==> src/rtl/serial_cmp4_pkg.sv <==
// rtl/serial_cmp4_pkg.sv - shared state encoding and defaults for the serial comparator
package serial_cmp4_pkg;

  localparam int DEFAULT_WIDTH = 4;

  typedef enum logic [1:0] {
    IDLE  = 2'd0,
    SHIFT = 2'd1,
    DONE  = 2'd2
  } state_e;

endpackage

==> src/rtl/serial_cmp4_bit_cell.sv <==
// rtl/serial_cmp4_bit_cell.sv - one bit-pair compare step with sticky decided flag
module cmp_bit_cell
  import serial_cmp4_pkg::*;
(
  input  logic a_bit_i,
  input  logic b_bit_i,
  input  logic decided_i,
  input  logic lt_i,
  input  logic gt_i,
  output logic decided_o,
  output logic lt_o,
  output logic gt_o
);

  always_comb begin
    decided_o = decided_i;
    lt_o      = lt_i;
    gt_o      = gt_i;
    // First differing bit (MSB-first) settles the relation for good
    if (!decided_i && (a_bit_i != b_bit_i)) begin
      decided_o = 1'b1;
      lt_o      = b_bit_i;
      gt_o      = a_bit_i;
    end
  end

endmodule

==> src/rtl/serial_cmp4.sv <==
// rtl/serial_cmp4.sv - bit-serial MSB-first unsigned comparator with valid/ready handshakes
module serial_cmp4
  import serial_cmp4_pkg::*;
#(
  parameter int WIDTH      = DEFAULT_WIDTH,
  parameter bit EARLY_EXIT = 1'b0
) (
  input  logic             clk,
  input  logic             rst_n,
  input  logic             in_valid,
  output logic             in_ready,
  input  logic [WIDTH-1:0] data_a,
  input  logic [WIDTH-1:0] data_b,
  output logic             out_valid,
  input  logic             out_ready,
  output logic             lt,
  output logic             eq,
  output logic             gt
);

  localparam int CW = $clog2(WIDTH);

  state_e           state_q, state_d;
  logic [WIDTH-1:0] a_q, a_d, b_q, b_d;
  logic [CW-1:0]    cnt_q, cnt_d;
  logic             dec_q, dec_d;
  logic             lt_q, lt_d;
  logic             gt_q, gt_d;
  logic             cell_dec, cell_lt, cell_gt;

  cmp_bit_cell u_cell (
    .a_bit_i   (a_q[WIDTH-1]),
    .b_bit_i   (b_q[WIDTH-1]),
    .decided_i (dec_q),
    .lt_i      (lt_q),
    .gt_i      (gt_q),
    .decided_o (cell_dec),
    .lt_o      (cell_lt),
    .gt_o      (cell_gt)
  );

  always_ff @(posedge clk or negedge rst_n) begin
    if (!rst_n) begin
      state_q <= IDLE;
      a_q     <= '0;
      b_q     <= '0;
      cnt_q   <= '0;
      dec_q   <= 1'b0;
      lt_q    <= 1'b0;
      gt_q    <= 1'b0;
    end else begin
      state_q <= state_d;
      a_q     <= a_d;
      b_q     <= b_d;
      cnt_q   <= cnt_d;
      dec_q   <= dec_d;
      lt_q    <= lt_d;
      gt_q    <= gt_d;
    end
  end

  always_comb begin
    state_d = state_q;
    a_d     = a_q;
    b_d     = b_q;
    cnt_d   = cnt_q;
    dec_d   = dec_q;
    lt_d    = lt_q;
    gt_d    = gt_q;
    case (state_q)
      IDLE: begin
        if (in_valid) begin
          a_d     = data_a;
          b_d     = data_b;
          cnt_d   = CW'(WIDTH - 1);
          dec_d   = 1'b0;
          lt_d    = 1'b0;
          gt_d    = 1'b0;
          state_d = SHIFT;
        end
      end
      SHIFT: begin
        a_d   = a_q << 1;
        b_d   = b_q << 1;
        dec_d = cell_dec;
        lt_d  = cell_lt;
        gt_d  = cell_gt;
        // Counter stops at zero; that is the exit, never a wrap
        if ((cnt_q == '0) || (EARLY_EXIT && cell_dec)) begin
          state_d = DONE;
        end else begin
          cnt_d = cnt_q - CW'(1);
        end
      end
      DONE: begin
        if (out_ready) begin
          state_d = IDLE;
        end
      end
      default: state_d = IDLE;
    endcase
  end

  assign in_ready  = (state_q == IDLE);
  assign out_valid = (state_q == DONE);
  assign lt        = out_valid & lt_q;
  assign eq        = out_valid & ~dec_q;
  assign gt        = out_valid & gt_q;

endmodule

==> config.mk <==
export PLATFORM = sky130hd
export DESIGN_NAME = serial_cmp4
export DESIGN_NICKNAME = d
export VERILOG_FILES = /design/src/rtl/serial_cmp4_pkg.sv /design/src/rtl/serial_cmp4_bit_cell.sv /design/src/rtl/serial_cmp4.sv
export SDC_FILE = /design/constraint.sdc
export NUM_CORES = 1
export LEC_CHECK = 0
export CAP_MARGIN = 40
export CORE_MARGIN = 5
export CORE_UTILIZATION = 44
export DETAILED_ROUTE_END_ITERATION = 12
export MAX_ROUTING_LAYER = met4
export PLACE_DENSITY = 0.79
export REMOVE_ABC_BUFFERS = 1
export SLEW_MARGIN = 5
export SYNTH_ARGS = -nofsm -noshare
export SYNTH_HDL_FRONTEND = slang
export SYNTH_HIERARCHICAL = 1
export SYNTH_SLANG_ARGS = --single-unit
==> constraint.sdc <==
create_clock -name clk -period 1.3 [get_ports clk]
set_input_delay 0.26 -clock clk [delete_from_list [all_inputs] [get_ports clk]]
set_output_delay 0.26 -clock clk [all_outputs]
set_load 0.05 [all_outputs]
==> Word-level counts from Yosys, hierarchy flattened <==
Index checks and enable logic that the tools add are counted.
{ "classes": {"add_sub_neg": 1, "eq_ne": 8, "muxes": 18, "bitwise_logic": 4, "reduce_logical": 9} }
{ "ops": {"columns": ["operator", "count"], "rows": [
  ["$pmux 4 s2", 2],
  ["$mux 2", 5],
  ["$reduce_and 3->1", 3],
  ["$mux 4", 2],
  ["$ne 2x2->1 const B", 3],
  ["$pmux 1 s2", 3],
  ["$pmux 2 s3", 1],
  ["$logic_not 2->1", 2],
  ["$mux 1", 4],
  ["$ne 2x1->1 const B", 2],
  ["$pmux 2 s2", 1],
  ["$and 1x1->1", 3],
  ["$eq 2x1->1 const B", 1],
  ["$eq 2x2->1 const B", 1],
  ["$reduce_and 2->1", 1],
  ["$reduce_bool 2->1", 1],
  ["$sub 2x1->2 const B", 1],
  ["$logic_and 1x1->1", 1],
  ["$logic_not 1->1", 1],
  ["$ne 1x1->1", 1],
  ["$not 1->1", 1]
]} }
{ "totals": {"reg_bits": 15, "input_bits": 12, "out_inout_bits": 5} }

==> Logic depth before layout (Yosys ltp) <==
Gate-level depths: netlist of run 1.
{ "logic_depth": {"depth_word": 4, "ltp_mapped": 4, "ltp_nobuf": 4} }

==> By module <==
The synthesis of run 1 kept the hierarchy.
{ "by_module_without_submodules": {"columns": ["mod", "instances", "cells_each", "area_each_um2", "seq_area_each_um2"], "rows": [
  ["serial_cmp4", 1, 65, 770.7, 375.4],
  ["cmp_bit_cell", 1, 11, 52.6, 0.0]
]} }

==> Least setup slack after synthesis of run 1 <==
No wires, ideal clock.
{ "synth_path": {"path_kind": "reg2out", "start": "register state_q[0]", "end": "output port gt", "t_arrival_ns": 1.514, "required_ns": 1.040, "slack_ns": -0.474, "path_stages_with_launch": 5, "path_buffers": 1, "path_cell_list": "dfrtp_1 > buf_6 > nand2b_1 > inv_1 > and2_1"} }
{ "synth_via": {"elab_chain_len": 2} }
{ "synth_lines": {"columns": ["element", "line", "source"], "rows": [
  ["from (decl)", "serial_cmp4.sv:23", "state_e state_q, state_d;"],
  ["from (signal assigned)", "serial_cmp4.sv:52", "state_q <= state_d;"],
  ["$eq 2x2->1", "serial_cmp4.sv:105", "assign out_valid = (state_q == DONE);"],
  ["named net out_valid", "serial_cmp4.sv:14", "output logic out_valid,"],
  ["$and 1x1->1", "serial_cmp4.sv:108", "assign gt = out_valid & gt_q;"],
  ["to (decl)", "serial_cmp4.sv:18", "output logic gt"]
]} }
The timed path passes the listed nets, and every way through them passes these cells.

==> Worst setup path after layout of run 1 <==
{ "layout_path": {"start": "register state_q[1]", "end": "output port in_ready"} }
{ "layout_via": {"elab_chain_len": 1} }
{ "layout_lines": {"columns": ["element", "line", "source"], "rows": [
  ["$logic_not 2->1", "serial_cmp4.sv:104", "assign in_ready = (state_q == IDLE);"],
  ["to (decl)", "serial_cmp4.sv:11", "output logic in_ready,"]
]} }
Every way passes these cells.

==> key figures, run 1 <==
Cells and area
  – Final Core Density: 71.90%
  – Most common cell after layout, fill and taps aside: dfrtp_1
  – Final net count: 116
  – Most frequent cells in the layout: 14 x dfrtp_1, 10 x clkdlybuf4s50_1, 7 x buf_4
  – Fillers: 127
  – # diodes: 0
  – Layout area overhead: 52.43%
  – Layout cell share with drive strength beyond 1: 38.24%

Synthesis
  – Yosys reg bits: 15
  – Post-Syn Area per Cell: 10.83 µm²
  – Post-Syn Instances: 76
  – Synth cell types: 24
  – Register area share after synthesis: 45.59%
  – Yosys warns: 6
  – Mapped Area: 823.3 µm²

Worst setup path
  – Critical path type: reg -> out
  – Crit path required time: 1.04 ns
  – Startpoint types: register
  – Endpoint class of the critical path: output port
  – Arrival time at the worst endpoint: 1.22 ns
  – Critical path peak fanout: 3

Routing
  – Antenna Nets Post-Route: 0
  – Via total after detailed routing: 710
  – WL met1: 871 µm
  – Met3 Wirelength: 64 µm
  – Avg WL per Cell: 15.29 µm
  – Remaining DRCs: 0
  – Met2 wire length: 995 µm
  – Routed wire length: 1942 µm
  – Vias/cell: 5.591
  – 1st-iter DRT viols: 15
  – Max layer used: met4
  – Length of the first detailed-routing pass in iterations: 4

Global routing
  – Vias in the first global route: 716
  – Initial antenna violation count: 0
  – Global-route wire length before repair: 3132 µm
  – Tot GR Track Use: 15.20%
  – Largest net degree at the start of global routing: 22
  – Grt total ovfl: 0

Pwr
  – Max IR drop VDD: 1492 µV
  – Sequential fraction of design power: 32.0%
  – Static Leak: 0.0005652 µW
  – Comb pwr share: 58.5%
  – Power Density: 2243 mW/mm²
  – Sw frac: 38.35%
  – Clock network power share: 9.5%
  – Switching power total: 1079 µW
  – Pint: 1735 µW

Run status
  – Violated checks: setup timing
  – Status: finished, violations left

Placed design
  – Post-DP HPWL: 1325 µm
  – # port buffers: 16
  – Routability Congestion: 0.7604

Clocking
  – Clock insertion delay at the later pin of the skew report: 0.28 ns
  – Clock slew at reported path FFs: 0.10 ns
  – Root buf cell: clkbuf_4
  – CTS tree: built
  – Clock Path Buffers: 2
  – Htree depth: 1
  – CTS buffer count: 3
  – Clock sink count: 15

Timing
  – Max-slew violations: 0
  – Final Hold Violating Endpoints: 0
  – Period utilization: 113.6%
  – Final TNS setup: -1.257 ns
  – Max Clk Rate: 677.2 MHz
  – Fin crit period: 1.477 ns
  – Final worst setup slack: -0.1767 ns
  – Worst-Margin Slew: 0.3297 ns
  – Clk_skew: 0.006024 ns
  – Slew headroom: 77.98%
  – Unrepaired setup endpoints after global routing: true
  – Final setup violation count: 11

Min path
  – Hold crit path type: in -> async

Floorplanning
  – Initial Utilization: 47.17%
  – IO Pins: 17
  – Die ar.: 0.002836 mm²
  – Die H: 53.26 µm
  – Row count: 15
  – Core area: 0.001745 mm²
  – Die Wd: 53.26 µm

Job
  – Maxcap violations: 0
[Yosys cell counts]
cell type,count,area (µm²)
o21bai_1,1,7.510
nor2b_1,1,6.260
nand3b_1,2,15.01
buf_2,4,20.02
o221a_2,8,90.09
nor4bb_1,2,20.02
ha_1,1,12.51
o2bb2ai_1,1,8.760
a21oi_1,2,10.01
xnor2_1,1,8.760
nand2_1,4,15.01
nor3b_1,2,15.01
dfrtp_1,15,375.4
and2_1,2,12.51
nand2b_1,4,25.02
or2_2,1,6.260
inv_1,5,18.77
nor2_1,3,11.26
o21ba_2,1,10.01
a22o_1,3,26.28
a211o_1,2,17.52
buf_6,1,11.26
o21ai_0,4,20.02
or4b_1,6,60.06
[sequential cells by signal (all words and copies together), names as in the netlist]
signal and flops:
lt_q 1, b_q 4, dec_q 1, cnt_q 2
gt_q 1, state_q 2, a_q 4
[layout make-up]
class / instances / area [µm²] / share of cell area [%]
Clock buffer: 3 / 22.52 / 1.795
Tap cell: 25 / 31.28 / 2.493
Timing Repair Buffer: 27 / 326.6 / 26.02
Inverter: 5 / 21.27 / 1.695
Multi-Input combinational cell: 51 / 471.7 / 37.59
Clock inverter: 1 / 5.005 / 0.3988
Sequential cell: 15 / 376.6 / 30.01
[timing repair]
item | in CTS | in global routing
hold buffers | 0 | 0
endpoints found under the hold margin | 0 | 0
gates resized for setup | 10 | 14
setup buffers | 3 | 1
setup endpoints to repair | 12 | 14
pin swaps | 4 | 5
[path summary, 6_finish.rpt]
path                             from    endpoint  slack (ns)  cells after the start
max                        state_q[1]    in_ready       -0.18                      4
min                             rst_n       dec_q        0.28                      2
max reg2reg                state_q[1]      b_q[3]       -0.13                      4
min reg2reg                    b_q[0]      b_q[0]        0.53                      1
max in group asynchronous       rst_n  state_q[1]        0.82                      2
min in group clk            out_ready  state_q[1]        0.52                      2
[power groups by stage]
stage | registers [µW] | logic (µW) | clock network [µW]
final | 902 | 1650 | 267
after CTS | 870 | 1440 | 272
after global placement | 871 | 1310 | 0
after floorplan | 894 | 813 | 0
after detailed placement | 884 | 1370 | 0
after global routing | 921 | 1770 | 301
[critical path, cell delays in order (launching register included)]
cell and delay, ns:
dfrtp_2 0.45, buf_12 0.14, buf_8 0.11, nor2_4 0.10, buf_12 0.14
[per-stage QoR]
step                      cell area (µm²)  std cells  power, µW  hold slack (ns)  worst slack (ns)
after CTS                            1177        126       2579           0.2839           -0.1787
after detailed placement             1119        120       2254           0.5115           -0.3272
after floorplan                     792.0         71       1707         -0.03559           -0.5552
final                                1255        127       2815           0.2823           -0.1767
after global routing                 1255        127       2994           0.2948           -0.2142
after global placement               1119        120       2180           0.4971           -0.2961
[cell families (layout without fill, tap and decap cells)]
group	count (synthesis)	in the layout	share of synthesized area [%]
and+or+nand+nor	27	27	22.64
buffers and inverters	10	36	6.079
adders and majority gates	1	1	1.520
DFF	15	15	45.59
xor gates and xnor gates	1	1	1.064
AOI/OAI and AO/OA	22	22	23.10
[metal layers]
metal  global-route usage, %  up-vias
met3                   1.972        2
li1                        -      340
met2                   27.14       19
met1                   18.39      349
met4                   2.553        0
met5                       -        -
(Power assumes the default switching activity.)
==> run 2: changes to the inputs <==
--- a/config.mk
+++ b/config.mk
@@ -7,10 +7,10 @@
 export LEC_CHECK = 0
 export CAP_MARGIN = 40
 export CORE_MARGIN = 5
-export CORE_UTILIZATION = 44
+export CORE_UTILIZATION = 40
 export DETAILED_ROUTE_END_ITERATION = 12
 export MAX_ROUTING_LAYER = met4
-export PLACE_DENSITY = 0.79
+export PLACE_DENSITY = 0.73
 export REMOVE_ABC_BUFFERS = 1
 export SLEW_MARGIN = 5
 export SYNTH_ARGS = -nofsm -noshare
==> key figures, run 2 (same netlist as run 1, synthesis figures left out) <==
Clocking
  – Clock Path Buffers: 2 (unchanged)
  – Clock sink count: 15 (unchanged)
  – Clock insertion delay at the later pin of the skew report: 0.29 ns (about the same)
  – CTS buffer count: 3 (unchanged)
  – Clock slew at reported path FFs: 0.10 ns (about the same)
  – Root buf cell: clkbuf_4
  – Htree depth: 1 (unchanged)
  – CTS tree: built

Cells and area
  – Final instance area: 0.001326 mm² (+5.7%)
  – Layout cell share with drive strength beyond 1: 42.99% (+4.8 points)
  – Final Core Density: 67.60% (-4.3 points)
  – # diodes: 0 (unchanged)
  – Final net count: 121 (+4.3%)
  – Layout area overhead: 61.09%
  – Non-filler cells, final: 134 (+5.5%)
  – Most frequent cells in the layout: 13 x dfrtp_1, 11 x buf_4, 10 x clkdlybuf4s50_1
  – Biggest regs: a_q: 4 flops, b_q: 4 flops
  – Most common cell after layout, fill and taps aside: dfrtp_1

Floorplanning
  – Die Wd: 55.37 µm (+4.0%)
  – Die H: 55.37 µm (+4.0%)
  – Initial Utilization: 41.96% (-5.2 points)
  – Core area: 0.001962 mm² (+12%)
  – Row count: 16 (+1)
  – Die ar.: 0.003065 mm² (+8.1%)
  – IO Pins: 17 (unchanged)

Pwr
  – Static Leak: 0.0005942 µW (+5.1%)
  – Max IR drop VDD: 1470 µV (-1.5%)
  – Power Density: 2289 mW/mm² (+2.1%)

Timing
  – Period utilization: 113.9% (+0.27 points)
  – Final TNS setup: -1.221 ns (+0.03600 ns)
  – Final worst setup slack: -0.1801 ns (-0.003459 ns)
  – Unrepaired setup endpoints after global routing: true
  – Clk_skew: 0.009078 ns (+0.003055 ns)
  – Worst-Margin Slew: 0.3405 ns (+0.01075 ns)
  – Max Clk Rate: 675.6 MHz (-0.23%)
  – Final Hold Violating Endpoints: 0 (unchanged)
  – Slew headroom: 77.30% (-0.68 points)
  – Fin crit period: 1.480 ns (+0.003459 ns)
  – Final setup violation count: 15 (+4)
  – Max-slew violations: 0 (unchanged)

Routing
  – Routed wire length: 2098 µm (+8.0%)
  – Remaining DRCs: 0 (unchanged)
  – Length of the first detailed-routing pass in iterations: 4 (unchanged)
  – Vias/cell: 5.440 (-2.7%)
  – 1st-iter DRT viols: 26 (+11)
  – Avg WL per Cell: 15.66 µm (+2.4%)
  – Via total after detailed routing: 729 (+2.7%)
  – Antenna Nets Post-Route: 0 (unchanged)

Min path
  – Hold crit path type: in -> async

Global routing
  – Tot GR Track Use: 15.07% (-0.13 points)
  – Global-route wire length before repair: 3519 µm (+12%)
  – Initial antenna violation count: 0 (unchanged)
  – Largest net degree at the start of global routing: 16 (-27%)
  – Grt total ovfl: 0 (unchanged)
  – Vias in the first global route: 765 (+6.8%)

Run status
  – Status: finished, violations left
  – Violated checks: setup timing

Worst setup path
  – Critical path type: reg -> out
  – Arrival time at the worst endpoint: 1.22 ns (about the same)
  – Endpoint class of the critical path: output port
  – Critical path peak fanout: 3 (unchanged)
  – R2R cell count: 4 (unchanged)
  – Crit path required time: 1.04 ns (about the same)
  – Startpoint types: register

Placed design
  – DP Area: 0.001129 mm² (+0.89%)
  – # port buffers: 16 (unchanged)
  – Post-DP HPWL: 1243 µm (-6.2%)
  – Routability Congestion: 0.7183 (-5.5%)
  – Cells after DPL: 123 (+2.5%)

Job
  – Maxcap violations: 0 (unchanged)
## run 2: path summary, 6_finish.rpt
kind                             from    endpoint  slack, ns
max                        state_q[0]          gt      -0.18
min                             rst_n        gt_q       0.27
max reg2reg                state_q[0]      b_q[3]      -0.16
min reg2reg                    b_q[0]      b_q[0]       0.52
max in group asynchronous       rst_n  state_q[1]       0.82
min in group clk            out_ready  state_q[1]       0.52
## run 2: repair_timing
item / CTS / global route
hold buffers: 0 / 0
pin swaps: 9 / 2
buffers inserted: 5 / 0
setup endpoints to repair: 11 / 19
gates resized for setup: 15 / 7
cloned: 2 / 0
## run 2: worst max-delay path, cell delays in order, from the launching register on
cell,delay [ns]
dfrtp_2,0.44
nand2b_4,0.17
inv_4,0.06
and2_4,0.14
buf_12,0.13
## run 2: per-stage QoR
| stage | power (µW) | setup WS, ns | hold WS (ns) |
|---|---|---|---|
| 2_1_floorplan | 1707 | -0.5552 | -0.03559 |
| 3_3_place_gp | 2203 | -0.3187 | 0.4963 |
| 3_5_place_dp | 2260 | -0.3450 | 0.4955 |
| 4_1_cts | 2956 | -0.2080 | 0.2701 |
| 5_1_grt | 3241 | -0.2283 | 0.2854 |
| 6_report | 3036 | -0.1801 | 0.2696 |
## run 2: metal layers
metal | track usage [%] | share of wire, % | vias to the layer above
met1 | 17.70 | 43 | 360
met4 | 9.375 | 2.7 | 0
li1 | - | - | 348
met5 | - | 0 | -
met3 | 3.030 | 3.9 | 4
met2 | 23.48 | 50 | 17
## run 2: report_power, final
part           switching, µW  internal [µW]
combinational            731           1120
clock                    157            119
sequential               217            691
total                   1110           1930
## run 2: area by class of cell
cell class | count | area, µm²
fill | 157 | 635.6
multi-input combinational | 51 | 464.2
timing repair buffer | 32 | 402.9
sequential | 15 | 377.9
tap | 27 | 33.78
clock buffer | 4 | 26.28
inverter | 5 | 21.27
